$ cat src/rtl/xgs_trig_activation.sv
// Grab-trigger qualification: source select, HW trigger sync/glitch filter,
// activation-mode decode and a single-outstanding req/ack request with overrun counting.
module xgs_trig_activation #(
    parameter int unsigned FILTER_W = 8,
    parameter int unsigned CNT_W    = 16
) (
    input  logic                sys_clk,
    input  logic                sys_reset,
    input  logic                grab_en,
    input  logic [2:0]          grab_src,
    input  logic [2:0]          trig_act,
    input  logic [FILTER_W-1:0] filter_len,
    input  logic                hw_trig_in,
    input  logic                sw_trig,
    input  logic                sfnc_trig,
    input  logic                trig_ack,
    input  logic                cnt_clr,
    output logic                trig_req,
    output logic                trig_overrun,
    output logic [CNT_W-1:0]    trig_missed_cnt,
    output logic                hw_trig_filt
);

    localparam logic [2:0] SRC_IMMEDIATE = 3'd1;
    localparam logic [2:0] SRC_HW        = 3'd2;
    localparam logic [2:0] SRC_SW        = 3'd3;
    localparam logic [2:0] SRC_SFNC      = 3'd4;

    localparam logic [2:0] ACT_RISING   = 3'd0;
    localparam logic [2:0] ACT_FALLING  = 3'd1;
    localparam logic [2:0] ACT_ANY      = 3'd2;
    localparam logic [2:0] ACT_LEVEL_HI = 3'd3;
    localparam logic [2:0] ACT_LEVEL_LO = 3'd4;

    typedef enum logic {
        ST_IDLE = 1'b0,
        ST_REQ  = 1'b1
    } state_t;

    state_t              state_q, state_d;
    logic                s1_q, s2_q;
    logic [FILTER_W-1:0] filt_cnt_q, filt_cnt_d;
    logic                hw_trig_filt_q, hw_trig_filt_d;
    logic                filt_dly_q;
    logic                trig_req_q, trig_req_d;
    logic                trig_overrun_q, trig_overrun_d;
    logic [CNT_W-1:0]    missed_cnt_q, missed_cnt_d;

    logic                trig_evt;
    logic                edge_evt;
    logic                drop;

    // Glitch filter: s2 must disagree with the filtered level for filter_len+1 cycles in a row
    always_comb begin
        filt_cnt_d     = filt_cnt_q;
        hw_trig_filt_d = hw_trig_filt_q;
        if (s2_q == hw_trig_filt_q) begin
            filt_cnt_d = '0;
        end else if (filt_cnt_q >= filter_len) begin
            hw_trig_filt_d = s2_q;
            filt_cnt_d     = '0;
        end else begin
            filt_cnt_d = filt_cnt_q + FILTER_W'(1);
        end
    end

    // Event decode; edge_evt marks events that are dropped (and counted) while a request is pending
    always_comb begin
        trig_evt = 1'b0;
        edge_evt = 1'b0;
        case (grab_src)
            SRC_IMMEDIATE: trig_evt = 1'b1;
            SRC_SW: begin
                trig_evt = sw_trig;
                edge_evt = 1'b1;
            end
            SRC_SFNC: begin
                trig_evt = sfnc_trig;
                edge_evt = 1'b1;
            end
            SRC_HW: begin
                case (trig_act)
                    ACT_RISING: begin
                        trig_evt = hw_trig_filt_q & ~filt_dly_q;
                        edge_evt = 1'b1;
                    end
                    ACT_FALLING: begin
                        trig_evt = ~hw_trig_filt_q & filt_dly_q;
                        edge_evt = 1'b1;
                    end
                    ACT_ANY: begin
                        trig_evt = hw_trig_filt_q ^ filt_dly_q;
                        edge_evt = 1'b1;
                    end
                    ACT_LEVEL_HI: trig_evt = hw_trig_filt_q;
                    ACT_LEVEL_LO: trig_evt = ~hw_trig_filt_q;
                    default:      trig_evt = 1'b0;
                endcase
            end
            default: trig_evt = 1'b0;
        endcase
    end

    // Request FSM, overrun pulse and saturating missed counter
    always_comb begin
        state_d      = state_q;
        drop         = 1'b0;
        missed_cnt_d = missed_cnt_q;
        case (state_q)
            ST_IDLE: begin
                if (grab_en && trig_evt) begin
                    state_d = ST_REQ;
                end
            end
            ST_REQ: begin
                if (!grab_en) begin
                    state_d = ST_IDLE;
                end else begin
                    drop = trig_evt & edge_evt;
                    if (trig_ack) begin
                        state_d = ST_IDLE;
                    end
                end
            end
            default: state_d = ST_IDLE;
        endcase
        trig_req_d     = (state_d == ST_REQ);
        trig_overrun_d = drop;
        if (cnt_clr) begin
            missed_cnt_d = '0;
        end else if (drop && (missed_cnt_q != {CNT_W{1'b1}})) begin
            missed_cnt_d = missed_cnt_q + CNT_W'(1);
        end
    end

    always_ff @(posedge sys_clk) begin
        if (sys_reset) begin
            state_q        <= ST_IDLE;
            s1_q           <= 1'b0;
            s2_q           <= 1'b0;
            filt_cnt_q     <= '0;
            hw_trig_filt_q <= 1'b0;
            filt_dly_q     <= 1'b0;
            trig_req_q     <= 1'b0;
            trig_overrun_q <= 1'b0;
            missed_cnt_q   <= '0;
        end else begin
            state_q        <= state_d;
            s1_q           <= hw_trig_in;
            s2_q           <= s1_q;
            filt_cnt_q     <= filt_cnt_d;
            hw_trig_filt_q <= hw_trig_filt_d;
            filt_dly_q     <= hw_trig_filt_q;
            trig_req_q     <= trig_req_d;
            trig_overrun_q <= trig_overrun_d;
            missed_cnt_q   <= missed_cnt_d;
        end
    end

    assign trig_req        = trig_req_q;
    assign trig_overrun    = trig_overrun_q;
    assign trig_missed_cnt = missed_cnt_q;
    assign hw_trig_filt    = hw_trig_filt_q;

endmodule

$ cat config.mk
export PLATFORM = sky130hd
export DESIGN_NAME = xgs_trig_activation
export DESIGN_NICKNAME = d
export VERILOG_FILES = /design/src/rtl/xgs_trig_activation.sv
export SDC_FILE = /design/constraint.sdc
export NUM_CORES = 1
export LEC_CHECK = 0
export BUFFER_PORTS_ARGS = -buffer_cell sky130_fd_sc_hd__buf_2
export CORE_MARGIN = 5
export CORE_UTILIZATION = 48
export CTS_CLUSTER_DIAMETER = 60
export DETAILED_ROUTE_END_ITERATION = 10
export PLACE_DENSITY = 0.75
export SLEW_MARGIN = 5
export SYNTH_ARGS = -nofsm -noshare
export SYNTH_HDL_FRONTEND = slang
export SYNTH_SLANG_ARGS = --single-unit
export TNS_END_PERCENT = 5
$ cat constraint.sdc
create_clock -name sys_clk -period 2.5 [get_ports sys_clk]
set_input_delay 0.125 -clock sys_clk [delete_from_list [all_inputs] [get_ports sys_clk]]
set_output_delay 0.125 -clock sys_clk [all_outputs]
set_load 0.01 [all_outputs]
==> flow_metrics.tcl, run 1 <==
set metrics [dict create \
    status "complete, no violations" \
    ios 41 \
    dieWidth_um 71.1 \
    synth_nets 249 \
    min_period_ns 2.38 \
    crit_chain "inv_2 -> ha_1 -> mux4_2 -> o41a_1 -> or4_1 -> a21oi_2" \
    layout-drive-gt1-share_pct 25.6 \
    synth-edff-count 0 \
    post-route-period-util_pct 95.3 \
    max_freq_mhz 420 \
    p_int_uw 742 \
    slowest_stage "or4_1" \
    remaining_drc_errors 0 \
    coreArea_mm2 0.00363 \
    grt_pass1_wl_mm 7.11 \
    vias_per_cell 5.64 \
    yosys_register_bits 30 \
    antenna_cells 0 \
    postSynthAreaPerCell_um2 8.33 \
    multi_input_area_mm2 0.00111 \
    setup_violations 0 \
    critPathLaunchType "flip-flop" \
    yosysWarningCount 0 \
    cts_hold_buf 0 \
    worst_pin_slew_ns 1.01 \
    drtIter0Drc 85 \
    clkTransAtPathRegs_ns 0.06 \
    row_count 22 \
    seq_power_share_pct 49.6 \
    maxCapViolations 0 \
    critPathBufInv 1 \
    grt_max_degree 17 \
    cts_made_buffers 5 \
    switching_power_uw 231 \
    clock-sinks 30 \
    hp-class "input pin to flip-flop" \
    powerDensity_mw_per_mm2 445 \
    placed_area_mm2 0.00205 \
    max_stage_delay_ns 0.55 \
    p_comb_share_pct 8.9 \
    track_usage_pct 17.4 \
    vias 1748 \
    final-seq-area_um2 602 \
    drv_slew 0 \
    synthArstFlopShare_pct 0 \
    seq_area_frac_synth_pct 33.5 \
    fin_skew_ns 0.00726 \
    antenna_found_initial 0 \
    crit_family "compound AO/OA/AOI/OAI gates" \
    port_buffers 40 \
    netlist_area_mm2 0.00179 \
    wl_per_cell_um 14.0 \
    finalSetupTns_ns 0 \
    fin_util_pct 60.1 \
    die_h_um 71.1 \
    detail-route-antenna-nets 0 \
    first_pass_iters 4 \
    r2r_start "hw_trig_filt" \
    synth_top_area_share_pct 33.5 \
    path_max_fanout 6 \
    ir_worst_vdd_mv 0.263 \
    setup.worst_path.end_class "flip-flop" \
    min_from "hw_trig_in" \
    stdcell_area_mm2 0.00218 \
    place.gp.congestion 0.850 \
    synth.area.top_cells "dfxtp_1 (34%), ha_1 (8.4%), mux2i_1 (4.5%), nand2_1 (4.0%), nand4_1 (3.8%)" \
    leakage_nw 0.967 \
    initial_core_util_pct 49.3 \
    critPathArrivalTime_ns 2.60 \
    post-dp-hpwl_mm 3.10 \
    clock_latency_ns 0.28 \
    areaGrowthSynthToFinish_pct 22.0 \
    synthFlopType "dfxtp_1" \
    n_fill_cell 337 \
    root_buffer "clkbuf_8" \
    synthCells 215 \
    r2r-end "trig_missed_cnt[2]" \
    synth_cell_type_count 46 \
    critPathKind "flip-flop to flip-flop" \
    cts-root-to-sink-buffers 2 \
    fin_nets 295 \
    hold_depth 2 \
    hold_viol_final 0 \
    holdPathEnd "s1_q" \
    htreeDepth 2 \
    cp_data_required_time_ns 2.72 \
    clock_power_share_pct 41.5 \
    gr-total-overflow 0 \
    rrSetupSlack_ns 0.12 \
    swShare_pct 23.8 \
    cts_tree "built" \
    grt_pass1_vias 1554 \
    reg2reg_depth 6 \
    routed_wl_mm 4.34 \
    synth_top_area_cell "dfxtp_1" \
    die_area_mm2 0.00505 \
    slew_headroom_pct 32.0 \
]
[logic make-up after synthesis]
family | count (synthesis) | share of synthesized area, %
and+or+nand+nor | 98 | 29.0
AOI/OAI and AO/OA | 33 | 14.0
DFF | 30 | 33.5
buffers and inverters | 25 | 5.31
adders and majority gates | 12 | 8.39
muxes | 10 | 6.36
xor gates and xnor gates | 7 | 3.42
[cells in the final DEF, fill, tap and decap left out, types with 3 or more instances in the layout]
master	Yosys	final
buf_2	1	40
dfxtp_1	30	29
nand2_1	19	19
inv_1	15	15
nand3_1	13	13
nor3_1	13	13
ha_1	12	12
nor2_1	11	11
nand4_1	11	11
mux2i_1	8	8
or3_1	7	7
buf_4	0	7
o31ai_1	6	6
xor2_1	6	6
clkbuf_8	0	6
a21oi_1	7	5
nand2b_1	4	4
or4_1	5	4
a21o_1	3	3
nor2b_1	3	3
[layout make-up]
class,instances,area share (%)
Clock inverter,1,0.229
Sequential cell,30,27.5
Multi-Input combinational cell,160,51.0
Timing Repair Buffer,48,11.8
Tap cell,48,2.75
Inverter,16,2.75
Clock buffer,7,3.95
[synthesized netlist by cell type, types with 3 or more instances]
master / number
inv_1: 15
clkbuf_1: 5
buf_1: 3
nand2_1: 19
or3_1: 7
nand4_1: 11
mux2i_1: 8
a21o_1: 3
nor2b_1: 3
ha_1: 12
a21oi_1: 7
dfxtp_1: 30
nand3_1: 13
or4_1: 5
nand2b_1: 4
xor2_1: 6
o31ai_1: 6
nor2_1: 11
nor3_1: 13
[layer usage]
layer / track usage (%) / share of wire, % / vias to the layer above
met3: 4.26 / 5.1 / 9
met2: 26.9 / 45 / 43
met5: 0 / 0 / -
met4: 7.10 / 2.0 / 0
met1: 23.2 / 48 / 816
li1: - / - / 880
[power groups by stage]
stage / registers [mW] / clock network (mW) / logic (mW)
6_report: 0.483 / 0.404 / 0.0866
3_3_place_gp: 0.493 / 0 / 0.0770
5_1_grt: 0.483 / 0.432 / 0.0977
3_5_place_dp: 0.493 / 0 / 0.0788
4_1_cts: 0.483 / 0.406 / 0.0793
2_1_floorplan: 0.493 / 0 / 0.0459
[state kept, by name, indices dropped and copies added, names as in the netlist]
name and cells:
filt_cnt_q 8, filt_dly_q 1, hw_trig_filt 1, s1_q 1, s2_q 1, trig_missed_cnt 16, trig_overrun 1, trig_req 1
[worst max-delay path by stage]
| stage | start | endpoint | slack [ns] | cells past startpoint |
|---|---|---|---|---|
| after floorplan | hw_trig_filt | trig_missed_cnt[2] | 0.08 | 7 |
| after global placement | hw_trig_filt | trig_missed_cnt[4] | 0.18 | 6 |
| after detailed placement | hw_trig_filt | trig_missed_cnt[4] | 0.14 | 6 |
| after CTS | hw_trig_filt | trig_missed_cnt[4] | 0.13 | 6 |
| after global routing | hw_trig_filt | trig_missed_cnt[3] | -0.03 | 7 |
| final | hw_trig_filt | trig_missed_cnt[2] | 0.12 | 6 |
[per-stage QoR]
| stage | worst slack (ns) | instances | hold WS [ns] | power, mW |
|---|---|---|---|---|
| final | 0.117 | 310 | 0.0562 | 0.973 |
| after global routing | -0.0289 | 310 | 0.0634 | 1.01 |
| after CTS | 0.126 | 306 | 0.0552 | 0.968 |
| after detailed placement | 0.141 | 298 | 0.345 | 0.572 |
| after global placement | 0.177 | 298 | 0.335 | 0.570 |
| after floorplan | 0.0818 | 215 | 0.253 | 0.539 |
[timing repair]
item / CTS / global route
gates resized for setup: 0 / 5
setup endpoints to repair: 0 / 3
buffers inserted: 0 / 4
(Power assumes the default switching activity.)
==> run 2, diff against run 1 <==
--- a/config.mk
+++ b/config.mk
@@ -5,12 +5,11 @@
 export SDC_FILE = /design/constraint.sdc
 export NUM_CORES = 1
 export LEC_CHECK = 0
-export BUFFER_PORTS_ARGS = -buffer_cell sky130_fd_sc_hd__buf_2
-export CORE_MARGIN = 5
-export CORE_UTILIZATION = 48
+export CORE_UTILIZATION = 62
 export CTS_CLUSTER_DIAMETER = 60
 export DETAILED_ROUTE_END_ITERATION = 10
-export PLACE_DENSITY = 0.75
+export DONT_BUFFER_PORTS = 1
+export PLACE_DENSITY = 0.78
 export SLEW_MARGIN = 5
 export SYNTH_ARGS = -nofsm -noshare
 export SYNTH_HDL_FRONTEND = slang
==> constraint.sdc (replaced) <==
create_clock -name sys_clk -period 2.25 [get_ports sys_clk]
set_input_delay 0.1125 -clock sys_clk [delete_from_list [all_inputs] [get_ports sys_clk]]
set_output_delay 0.1125 -clock sys_clk [all_outputs]
set_load 0.01 [all_outputs]
==> run 2 against run 1 <==
Compared with the run above: count of clock-buffer cells in the layout rose by 1; worst setup slack got worse by 0.11 ns; combinational power fell by 14%; register-to-register slack got worse by 0.11 ns; maximum frequency rose by 6.4%; final cell count fell by 15%; wire length fell by 1.5%; global-route usage rose by 12 points; first-iteration DRC count rose by 32%; sequential share of layout area rose by 2.4 points; critical path type unchanged; largest power group unchanged.
==> flow_metrics.tcl, run 2 (synthesis gave the netlist of run 1 again) <==
set metrics [dict create \
    p_comb_share_pct 8.3 \
    root_buffer "clkbuf_4" \
    stdcell_area_mm2 0.00202 \
    cts_made_buffers 5 \
    cp_data_required_time_ns 2.51 \
    n_fill_cell 235 \
    cts-root-to-sink-buffers 2 \
    ios 41 \
    first_pass_iters 4 \
    grt_max_degree 15 \
    antenna_cells 0 \
    use_met1_pct 34.2 \
    rsz0062_at_grt "true" \
    setup.worst_path.end_class "flip-flop" \
    max_stage_delay_ns 0.47 \
    clock_latency_ns 0.32 \
    fin_nets 265 \
    slowest_stage "mux4_2" \
    final_cells 263 \
    swShare_pct 23.7 \
    port_buffers 0 \
    dp_cells 250 \
    cts_tree "built" \
    critPathLaunchType "flip-flop" \
    clkTransAtPathRegs_ns 0.09 \
    fin_hold_ws_ns 0.0104 \
    mostFrequentLayoutCells "dfxtp_1 (28), nand2_1 (19), inv_1 (15)" \
    critPathKind "flip-flop to flip-flop" \
    grt_pass1_wl_mm 7.13 \
    layout-drive-gt1-share_pct 12.9 \
    antenna_found_initial 0 \
    vias 1711 \
    dieWidth_um 55.7 \
    max_freq_mhz 447 \
    gr-total-overflow 0 \
    clock_power_share_pct 32.7 \
    met3_usage_pct 10.2 \
    path_max_fanout 9 \
    powerDensity_mw_per_mm2 449 \
    clock-sinks 30 \
    hp-class "input pin to flip-flop" \
    detail-route-antenna-nets 0 \
    p_int_uw 691 \
    grt_pass1_vias 1659 \
    leakage_nw 0.811 \
    setup_violations 0 \
    crit_chain "inv_2 -> ha_4 -> mux4_2 -> o41a_1 -> buf_6 -> or4_1 -> a21oi_2" \
    fin_util_pct 73.2 \
    final_common_cell "dfxtp_1" \
    coreArea_mm2 0.00276 \
    worst_pin_slew_ns 0.871 \
    slew_headroom_pct 41.3 \
    maxCapViolations 0 \
    initial_core_util_pct 64.9 \
    seq_power_share_pct 59.0 \
    die_area_mm2 0.00311 \
    post-route-period-util_pct 99.5 \
    fin_skew_ns 0.00373 \
    remaining_drc_errors 0 \
    row_count 19 \
    ir_worst_vdd_mv 0.467 \
    critPathArrivalTime_ns 2.50 \
    grtUsageMet2_pct 49.6 \
    min_period_ns 2.24 \
    drtIter0Drc 112 \
    die_h_um 55.7 \
    switching_power_uw 215 \
    wl_per_cell_um 16.2 \
    areaGrowthSynthToFinish_pct 12.8 \
    top_usage_layer "met2" \
    post-dp-hpwl_mm 3.07 \
    vias_per_cell 6.51 \
    status "complete, no violations" \
    placed_area_mm2 0.00191 \
    track_usage_pct 29.0 \
    htreeDepth 2 \
    largest_register_ffs 16 \
    routed_wl_mm 4.27 \
    hold_viol_final 0 \
    drv_slew 0 \
    place.gp.congestion 0.830 \
]
## run 2: cell count changes in the layout (fill, tap and decap cells not counted), sizes merged
| cell | delta |
|---|---|
| buf | -34 |
| clkinv | -1 |
| dlygate4sd3 | +5 |
## run 2: worst paths after layout
| path | from | to | slack [ns] | cells past startpoint |
|---|---|---|---|---|
| max | hw_trig_filt | trig_missed_cnt[4] | 0.01 | 7 |
| min | sys_reset | trig_missed_cnt[9] | 0.01 | 2 |
| max reg2reg | hw_trig_filt | trig_missed_cnt[4] | 0.01 | 7 |
| min reg2reg | s1_q | s2_q | 0.46 | 1 |
## run 2: area by class of cell
cell class / instances / area (µm²) / share of cell area [%]
Inverter: 16 / 60.1 / 2.97
Timing Repair Buffer: 18 / 151 / 7.50
Clock buffer: 8 / 48.8 / 2.42
Sequential cell: 30 / 606 / 30.0
Tap cell: 31 / 38.8 / 1.92
Multi-Input combinational cell: 160 / 1110 / 55.2
## run 2: repair_timing
item | 4_1_cts | 5_1_grt
hold buffers | 5 | 0
gates resized for setup | 0 | 4
endpoints found under the hold margin | 12 | 0
endpoints found under the setup margin | 4 | 4
setup buffers | 0 | 0
pin swaps | 1 | 1
## run 2: critical path: cells and delay by family (launching register included)
family	cells	cell delay, ns
AO/OA/AOI/OAI	2	0.52
adder cells (fa/ha/maj)	1	0.19
buffers and inverters	2	0.23
flip-flops	1	0.36
multiplexers	1	0.47
AND/OR/NAND/NOR	1	0.42
## run 2: stage by stage
| stage | power (mW) | setup TNS [ns] | setup slack, ns |
|---|---|---|---|
| after floorplan | 0.600 | 0 | 0.0165 |
| after global placement | 0.607 | -0.0233 | -0.0125 |
| after detailed placement | 0.609 | -0.138 | -0.0628 |
| after CTS | 0.910 | 0 | 0.0139 |
| after global routing | 0.936 | -0.0695 | -0.0542 |
| final | 0.906 | 0 | 0.0109 |
## run 2: per-layer routing
| layer | vias to the layer above | routed length, µm |
|---|---|---|
| met4 | 0 | 74 |
| li1 | 816 | - |
| met2 | 87 | 2090 |
| met3 | 8 | 443 |
| met1 | 800 | 1660 |
| met5 | - | 0 |
## run 2: power groups by stage
stage | logic, mW | registers (mW) | clock network [mW]
final | 0.0749 | 0.535 | 0.296
after global routing | 0.0824 | 0.536 | 0.318
after CTS | 0.0729 | 0.535 | 0.302
after detailed placement | 0.0616 | 0.548 | 0
after global placement | 0.0591 | 0.547 | 0
after floorplan | 0.0529 | 0.547 | 0
